==> src/rtl/rmii_rx_pkg.sv <==
// Shared types and constants for the RMII receive framer.
// The CRC constants are used only when RMII_RX_CRC_CHECK_EN is defined.
package rmii_rx_pkg;

    typedef enum logic [1:0] {
        S_IDLE,
        S_PREAMBLE,
        S_DATA,
        S_DROP
    } state_t;

    localparam int ST_RX_ER = 0;
    localparam int ST_ALIGN = 1;
    localparam int ST_SHORT = 2;
    localparam int ST_LONG  = 3;
    localparam int ST_CRC   = 4;
    localparam int ST_W     = 5;

    localparam int LEN_W = 11;

    localparam logic [31:0] CRC32_POLY    = 32'hEDB8_8320;
    localparam logic [31:0] CRC32_INIT    = 32'hFFFF_FFFF;
    localparam logic [31:0] CRC32_RESIDUE = 32'hDEBB_20E3;

    localparam int DEF_MIN_LEN = 64;
    localparam int DEF_MAX_LEN = 1518;

endpackage

==> src/rtl/rmii_crc32_byte.sv <==
// Combinational reflected CRC-32 update for one byte, LSB first.
// Instantiated by the framer only when RMII_RX_CRC_CHECK_EN is defined.
module rmii_crc32_byte
    import rmii_rx_pkg::*;
(
    input  logic [31:0] crc,
    input  logic [7:0]  data,
    output logic [31:0] crc_next
);

    always_comb begin
        crc_next = crc ^ {24'd0, data};
        for (int i = 0; i < 8; i++) begin
            if (crc_next[0]) begin
                crc_next = (crc_next >> 1) ^ CRC32_POLY;
            end else begin
                crc_next = crc_next >> 1;
            end
        end
    end

endmodule

==> src/rtl/rmii_rx_framer.sv <==
// RMII receive framer: preamble/SFD hunt, dibit-to-byte assembly, frame status.
// Define RMII_RX_CRC_CHECK_EN to build the FCS check (status bit 4).
module rmii_rx_framer
    import rmii_rx_pkg::*;
#(
    parameter int MIN_LEN = DEF_MIN_LEN,
    parameter int MAX_LEN = DEF_MAX_LEN
) (
    input  logic            clk,
    input  logic            rst,
    input  logic            crs_dv,
    input  logic [1:0]      rx_d,
    input  logic            rx_er,
    output logic [7:0]      m_data,
    output logic            m_valid,
    output logic            m_last,
    output logic [ST_W-1:0] m_status,
    output logic [15:0]     stat_ok,
    output logic [15:0]     stat_bad
);

    localparam logic [LEN_W-1:0] MIN_L = LEN_W'(MIN_LEN);
    localparam logic [LEN_W-1:0] MAX_L = LEN_W'(MAX_LEN);

    state_t state;
    state_t state_n;

    logic             pre_seen;
    logic             drop_lo;
    logic [1:0]       idx;
    logic [7:0]       shreg;
    logic [7:0]       hold;
    logic             hold_vld;
    logic [LEN_W-1:0] len;
    logic             er_flag;

    logic             pre_set;
    logic             pre_clr;
    logic             enter_data;
    logic             shift_en;
    logic             frame_end;
    logic             byte_done;
    logic [7:0]       new_byte;
    logic [LEN_W-1:0] len_inc;
    logic [ST_W-1:0]  status;

    assign new_byte  = {rx_d, shreg[7:2]};
    assign byte_done = shift_en && (idx == 2'd3);
    assign len_inc   = (len == '1) ? len : len + 1'b1;

    always_ff @(posedge clk or posedge rst) begin
        if (rst) begin
            state <= S_IDLE;
        end else begin
            state <= state_n;
        end
    end

    always_comb begin
        state_n    = state;
        pre_set    = 1'b0;
        pre_clr    = 1'b0;
        enter_data = 1'b0;
        shift_en   = 1'b0;
        frame_end  = 1'b0;
        unique case (state)
            S_IDLE: begin
                if (crs_dv) begin
                    state_n = S_PREAMBLE;
                    pre_clr = 1'b1;
                end
            end
            S_PREAMBLE: begin
                if (!crs_dv) begin
                    state_n = S_IDLE;
                end else if (rx_d == 2'b01) begin
                    pre_set = 1'b1;
                end else if (rx_d == 2'b11) begin
                    if (pre_seen) begin
                        state_n    = S_DATA;
                        enter_data = 1'b1;
                    end else begin
                        state_n = S_DROP;
                    end
                end else if (rx_d == 2'b10) begin
                    state_n = S_DROP;
                end
            end
            S_DATA: begin
                // Low CRS_DV on odd dibits is the post-carrier toggle
                if (!crs_dv && !idx[0]) begin
                    frame_end = 1'b1;
                    state_n   = S_IDLE;
                end else begin
                    shift_en = 1'b1;
                end
            end
            S_DROP: begin
                if (!crs_dv && drop_lo) begin
                    state_n = S_IDLE;
                end
            end
            default: state_n = S_IDLE;
        endcase
    end

`ifdef RMII_RX_CRC_CHECK_EN
    logic [31:0] crc;
    logic [31:0] crc_nx;

    rmii_crc32_byte u_crc (
        .crc      (crc),
        .data     (new_byte),
        .crc_next (crc_nx)
    );

    always_ff @(posedge clk or posedge rst) begin
        if (rst) begin
            crc <= CRC32_INIT;
        end else if (enter_data) begin
            crc <= CRC32_INIT;
        end else if (byte_done) begin
            crc <= crc_nx;
        end
    end
`endif

    always_comb begin
        status            = '0;
        status[ST_RX_ER]  = er_flag | rx_er;
        status[ST_ALIGN]  = (idx == 2'd2);
        status[ST_SHORT]  = (len < MIN_L);
        status[ST_LONG]   = (len > MAX_L);
`ifdef RMII_RX_CRC_CHECK_EN
        status[ST_CRC]    = (crc != CRC32_RESIDUE);
`else
        status[ST_CRC]    = 1'b0;
`endif
    end

    always_ff @(posedge clk or posedge rst) begin
        if (rst) begin
            pre_seen <= 1'b0;
            drop_lo  <= 1'b0;
        end else begin
            drop_lo <= (state == S_DROP) && !crs_dv;
            if (pre_clr) begin
                pre_seen <= 1'b0;
            end else if (pre_set) begin
                pre_seen <= 1'b1;
            end
        end
    end

    always_ff @(posedge clk or posedge rst) begin
        if (rst) begin
            idx      <= '0;
            shreg    <= '0;
            hold     <= '0;
            hold_vld <= 1'b0;
            len      <= '0;
            er_flag  <= 1'b0;
        end else if (enter_data) begin
            idx      <= '0;
            shreg    <= '0;
            hold_vld <= 1'b0;
            len      <= '0;
            er_flag  <= 1'b0;
        end else if (shift_en) begin
            shreg <= new_byte;
            idx   <= idx + 2'd1;
            if (rx_er) begin
                er_flag <= 1'b1;
            end
            if (byte_done) begin
                hold     <= new_byte;
                hold_vld <= 1'b1;
                len      <= len_inc;
            end
        end else if (frame_end) begin
            hold_vld <= 1'b0;
        end
    end

    always_ff @(posedge clk or posedge rst) begin
        if (rst) begin
            m_data   <= '0;
            m_valid  <= 1'b0;
            m_last   <= 1'b0;
            m_status <= '0;
            stat_ok  <= '0;
            stat_bad <= '0;
        end else begin
            m_valid  <= 1'b0;
            m_last   <= 1'b0;
            m_status <= '0;
            // The held byte goes out once its successor is complete
            if (byte_done && hold_vld) begin
                m_data  <= hold;
                m_valid <= 1'b1;
            end
            if (frame_end && hold_vld) begin
                m_data   <= hold;
                m_valid  <= 1'b1;
                m_last   <= 1'b1;
                m_status <= status;
                if (status == '0) begin
                    stat_ok <= stat_ok + 16'd1;
                end else begin
                    stat_bad <= stat_bad + 16'd1;
                end
            end
        end
    end

endmodule
==> config.mk <==
export PLATFORM = sky130hd
export DESIGN_NAME = rmii_rx_framer
export DESIGN_NICKNAME = d
export VERILOG_FILES = /design/src/rtl/rmii_rx_pkg.sv /design/src/rtl/rmii_crc32_byte.sv /design/src/rtl/rmii_rx_framer.sv
export SDC_FILE = /design/constraint.sdc
export NUM_CORES = 1
export LEC_CHECK = 0
export BUFFER_PORTS_ARGS = -buffer_cell sky130_fd_sc_hd__buf_2
export CAP_MARGIN = 0
export CORE_ASPECT_RATIO = 0.9
export CORE_MARGIN = 2
export CORE_UTILIZATION = 61
export CTS_BUF_LIST = sky130_fd_sc_hd__clkbuf_4 sky130_fd_sc_hd__clkbuf_8 sky130_fd_sc_hd__clkbuf_16
export CTS_CLUSTER_SIZE = 25
export DETAILED_ROUTE_END_ITERATION = 12
export PLACE_DENSITY_LB_ADDON = 0.12
export REMOVE_ABC_BUFFERS = 1
export SETUP_SLACK_MARGIN = 0.3
export SLEW_MARGIN = 40
export SYNTH_ARGS = -nofsm -noshare
export SYNTH_HDL_FRONTEND = slang
export SYNTH_SLANG_ARGS = --single-unit
==> constraint.sdc <==
create_clock -name clk -period 5.72 [get_ports clk]
set_input_delay 1.144 -clock clk [delete_from_list [all_inputs] [get_ports clk]]
set_output_delay 1.144 -clock clk [all_outputs]
set_load 0.1 [all_outputs]
==> out/qor.csv <==
stage,metric,value,unit
synth,synth.avg_cell_area,10.7,sq um
synth,async_reset_ff_frac,1.00,
pwr,internal_power,929,uW
die,die_h,76.9,um
setup_path,cp-startpoint,crs_dv,
cts,clock_sinks,79,
timing,clock.fmax,0.353,GHz
synth,yosys.area_share.adder,0.0173,
synth,synthTopCellsByArea,"dfrtp_1, nand2_1, xnor2_1",
place,portBuffers,51,
timing,grt_setup_unrepaired,no,
timing,skew,0.00986,ns
pwr,ir_drop,0.340,mV
setup_path,worst-r2r-setup-slack,3.18,ns
detailed_routing,wirelength,6.72,mm
die,die_w,85.0,um
place,placed_area,3890,sq um
setup_path,critical_path_class,input pin to register,
timing,slew_viol_final,0,
cells_and_area,syn_to_final_growth,13.0,%
setup_path,arrival,3.11,ns
place,dp_hpwl,4.71,mm
die,die-area,6540,sq um
synth,yosys.area.top_type,dfrtp_1,
pwr,power_frac_clock,0.236,
detailed_routing,first_pass_iters,4,
pwr,power.static_leakage,0.00211,uW
setup_path,r2r_start,idx[0],
pwr,seq_power_share,0.463,
setup_path,critPathLaunchType,input pin,
pwr,powerDensity,391,nW/um^2
place,gp_congestion,0.832,
die,io_pins,53,
detailed_routing,drtIter0Drc,128,
cells_and_area,diodes,0,
die,initial_core_util,0.633,
cts,postCtsHoldBufs,0,
place,dpl_worst_slack,2.50,ns
cells_and_area,nets,398,
timing,setup_viol,0,
worst_hold_path,hp-class,register to register,
cts,root_buffer,clkbuf_8,
synth,synth_flop_cell,dfrtp_1,
timing,hold_slack,0.464,ns
grt,grt_pass1_wl,12.0,mm
synth,synth_simple_gate_area_frac,0.237,
cells_and_area,stdcell_area,4080,sq um
cts,clk_latency,0.35,ns
synth,ys_seq_area_frac,0.548,
grt,grt_pass1_vias,2499,
grt,track_usage,0.228,
setup_path,endpoint_kind,register,
cts,cts-resized-gates,0,
cts,htree_levels,3,
timing,finalWorstSetupSlack,2.89,ns
synth,ys_seq_elements,79,
synth,synthMostInstantiatedCell,dfrtp_1,
timing,post-route-period-util,0.495,
setup_path,critPathMaxFanout,20,
timing,final.setup.tns,0,ns
grt,grt_max_degree,46,
synth,yosysWarnings,0,
setup_path,reg2reg_to,stat_bad[4],
timing,worst_pin_slew,0.787,ns
setup_path,r2r_cells,7,
cells_and_area,fillers,413,
cts,clockBufferDepth,2,
cts,post-cts-setup-buffers,0,
setup_path,cp_data_required_time,6.00,ns
cells_and_area,layout-drive-gt1-share,0.235,
grt,grt_overflow,0,
synth,synthMuxAreaShare,0.0368,
cts,clk_pin_slew,0.08,ns
synth,synth_top_family_by_area,simple AND/OR/NAND/NOR gates,
die,core,5690,sq um
timing,fin_crit,2.83,ns
detailed_routing,vias,2610,
synth,ys_types,46,
grt,antenna_found_initial,0,
timing,hold_viol,0,
die,row_count,26,
detailed_routing,route.detailed.drc,0,
detailed_routing,via_per_inst,5.65,
synth,synth_common_cells,"dfrtp_1, nand2_1, nand3_1, xnor2_1, nor3_1",
pwr,switching_share,0.417,
cts,cts_buffers,9,
setup_path,endpoint,stat_ok[14],
synth,syn_inst,336,
job,maxCapViolCount,0,
pwr,p_switching,664,uW
pwr,combPwrFrac,0.301,
synth,syn-cell-area,3610,sq um
synth,synth.top_cell.area_share,0.548,
synth,synth_xor_area_frac,0.0874,
synth,synth_compound_area_frac,0.0437,
detailed_routing,routedWlPerCell,14.6,um
synth,synth_edf_count,0,
detailed_routing,postRouteAntennaNets,0,
cts,cts_tree,yes,
outcome,outcome,completed,
timing,slew_headroom,0.471,
==> cell type report <==
cell class	instances	area (sq um)	area share
Timing Repair Buffer	53	270	0.0663
Inverter	7	28.8	0.00706
Clock inverter	7	56.3	0.0138
Multi-Input combinational cell	237	1530	0.376
Clock buffer	9	124	0.0304
Sequential cell	79	1980	0.485
Tap cell	70	87.6	0.0215
==> sequential cells by signal, indices dropped and copies added, names as in the netlist <==
name	flops
pre_seen	1
stat_bad	16
m_last	1
stat_ok	16
state	2
len	11
shreg	6
drop_lo	1
m_data	8
m_status	4
hold_vld	1
idx	2
m_valid	1
er_flag	1
hold	8
==> logic make-up after synthesis <==
family,Yosys count
AND/OR/NAND/NOR,164
flip-flops,79
XOR/XNOR,36
buffers and inverters,20
AO/OA/AOI/OAI,19
multiplexers,12
adder cells (fa/ha/maj),5
other,1
==> power groups by stage <==
stage | Combinational, uW | Clock [uW] | Sequential, uW
after floorplan | 170 | 0 | 963
after global placement | 469 | 0 | 742
after CTS | 484 | 388 | 737
after detailed placement | 483 | 0 | 748
after global routing | 520 | 407 | 754
final | 479 | 376 | 737
==> routing by layer <==
metal,wire [um],global-route usage,share of wire
met1,3110,0.311,0.46
met2,3210,0.364,0.48
met3,324,0.0506,0.048
met4,76,0.0746,0.011
met5,0,0,0
==> worst max-delay path: stages <==
cell	delay (ns)
buf_2	0.14
nor2_1	0.29
nand3_2	0.49
inv_1	0.44
and4_1	0.26
and4_1	0.20
xor2_1	0.14
==> through the flow <==
stage,power (uW),instances,utilization
final,1590,462,0.716
after detailed placement,1230,446,0.684
after CTS,1610,462,0.716
after global placement,1210,445,0.682
after floorplan,1130,323,-
after global routing,1680,462,0.716
==> layout by cell type (no fill, tap or decap), drive strengths merged, types with 5 or more instances in the layout <==
master,instances
nor2,17
mux2,10
nand3,28
and4,6
dfrtp,79
xnor2,20
inv,9
ha,5
buf,53
xor2,16
nand2,56
nor3,22
nand4,16
nor4,5
o21ai,6
clkbuf,9
==> how the worst min path moves through the flow <==
stage	start	end	slack, ns	cells after the start
after floorplan	hold[0]	m_data[0]	0.43	2
after global placement	hold[6]	m_data[6]	0.44	2
after detailed placement	hold[2]	m_data[2]	0.45	2
after CTS	stat_bad[15]	stat_bad[15]	0.47	1
after global routing	stat_bad[15]	stat_bad[15]	0.48	1
final	stat_bad[15]	stat_bad[15]	0.46	1
No activity file was read; power rests on OpenSTA's default activity.
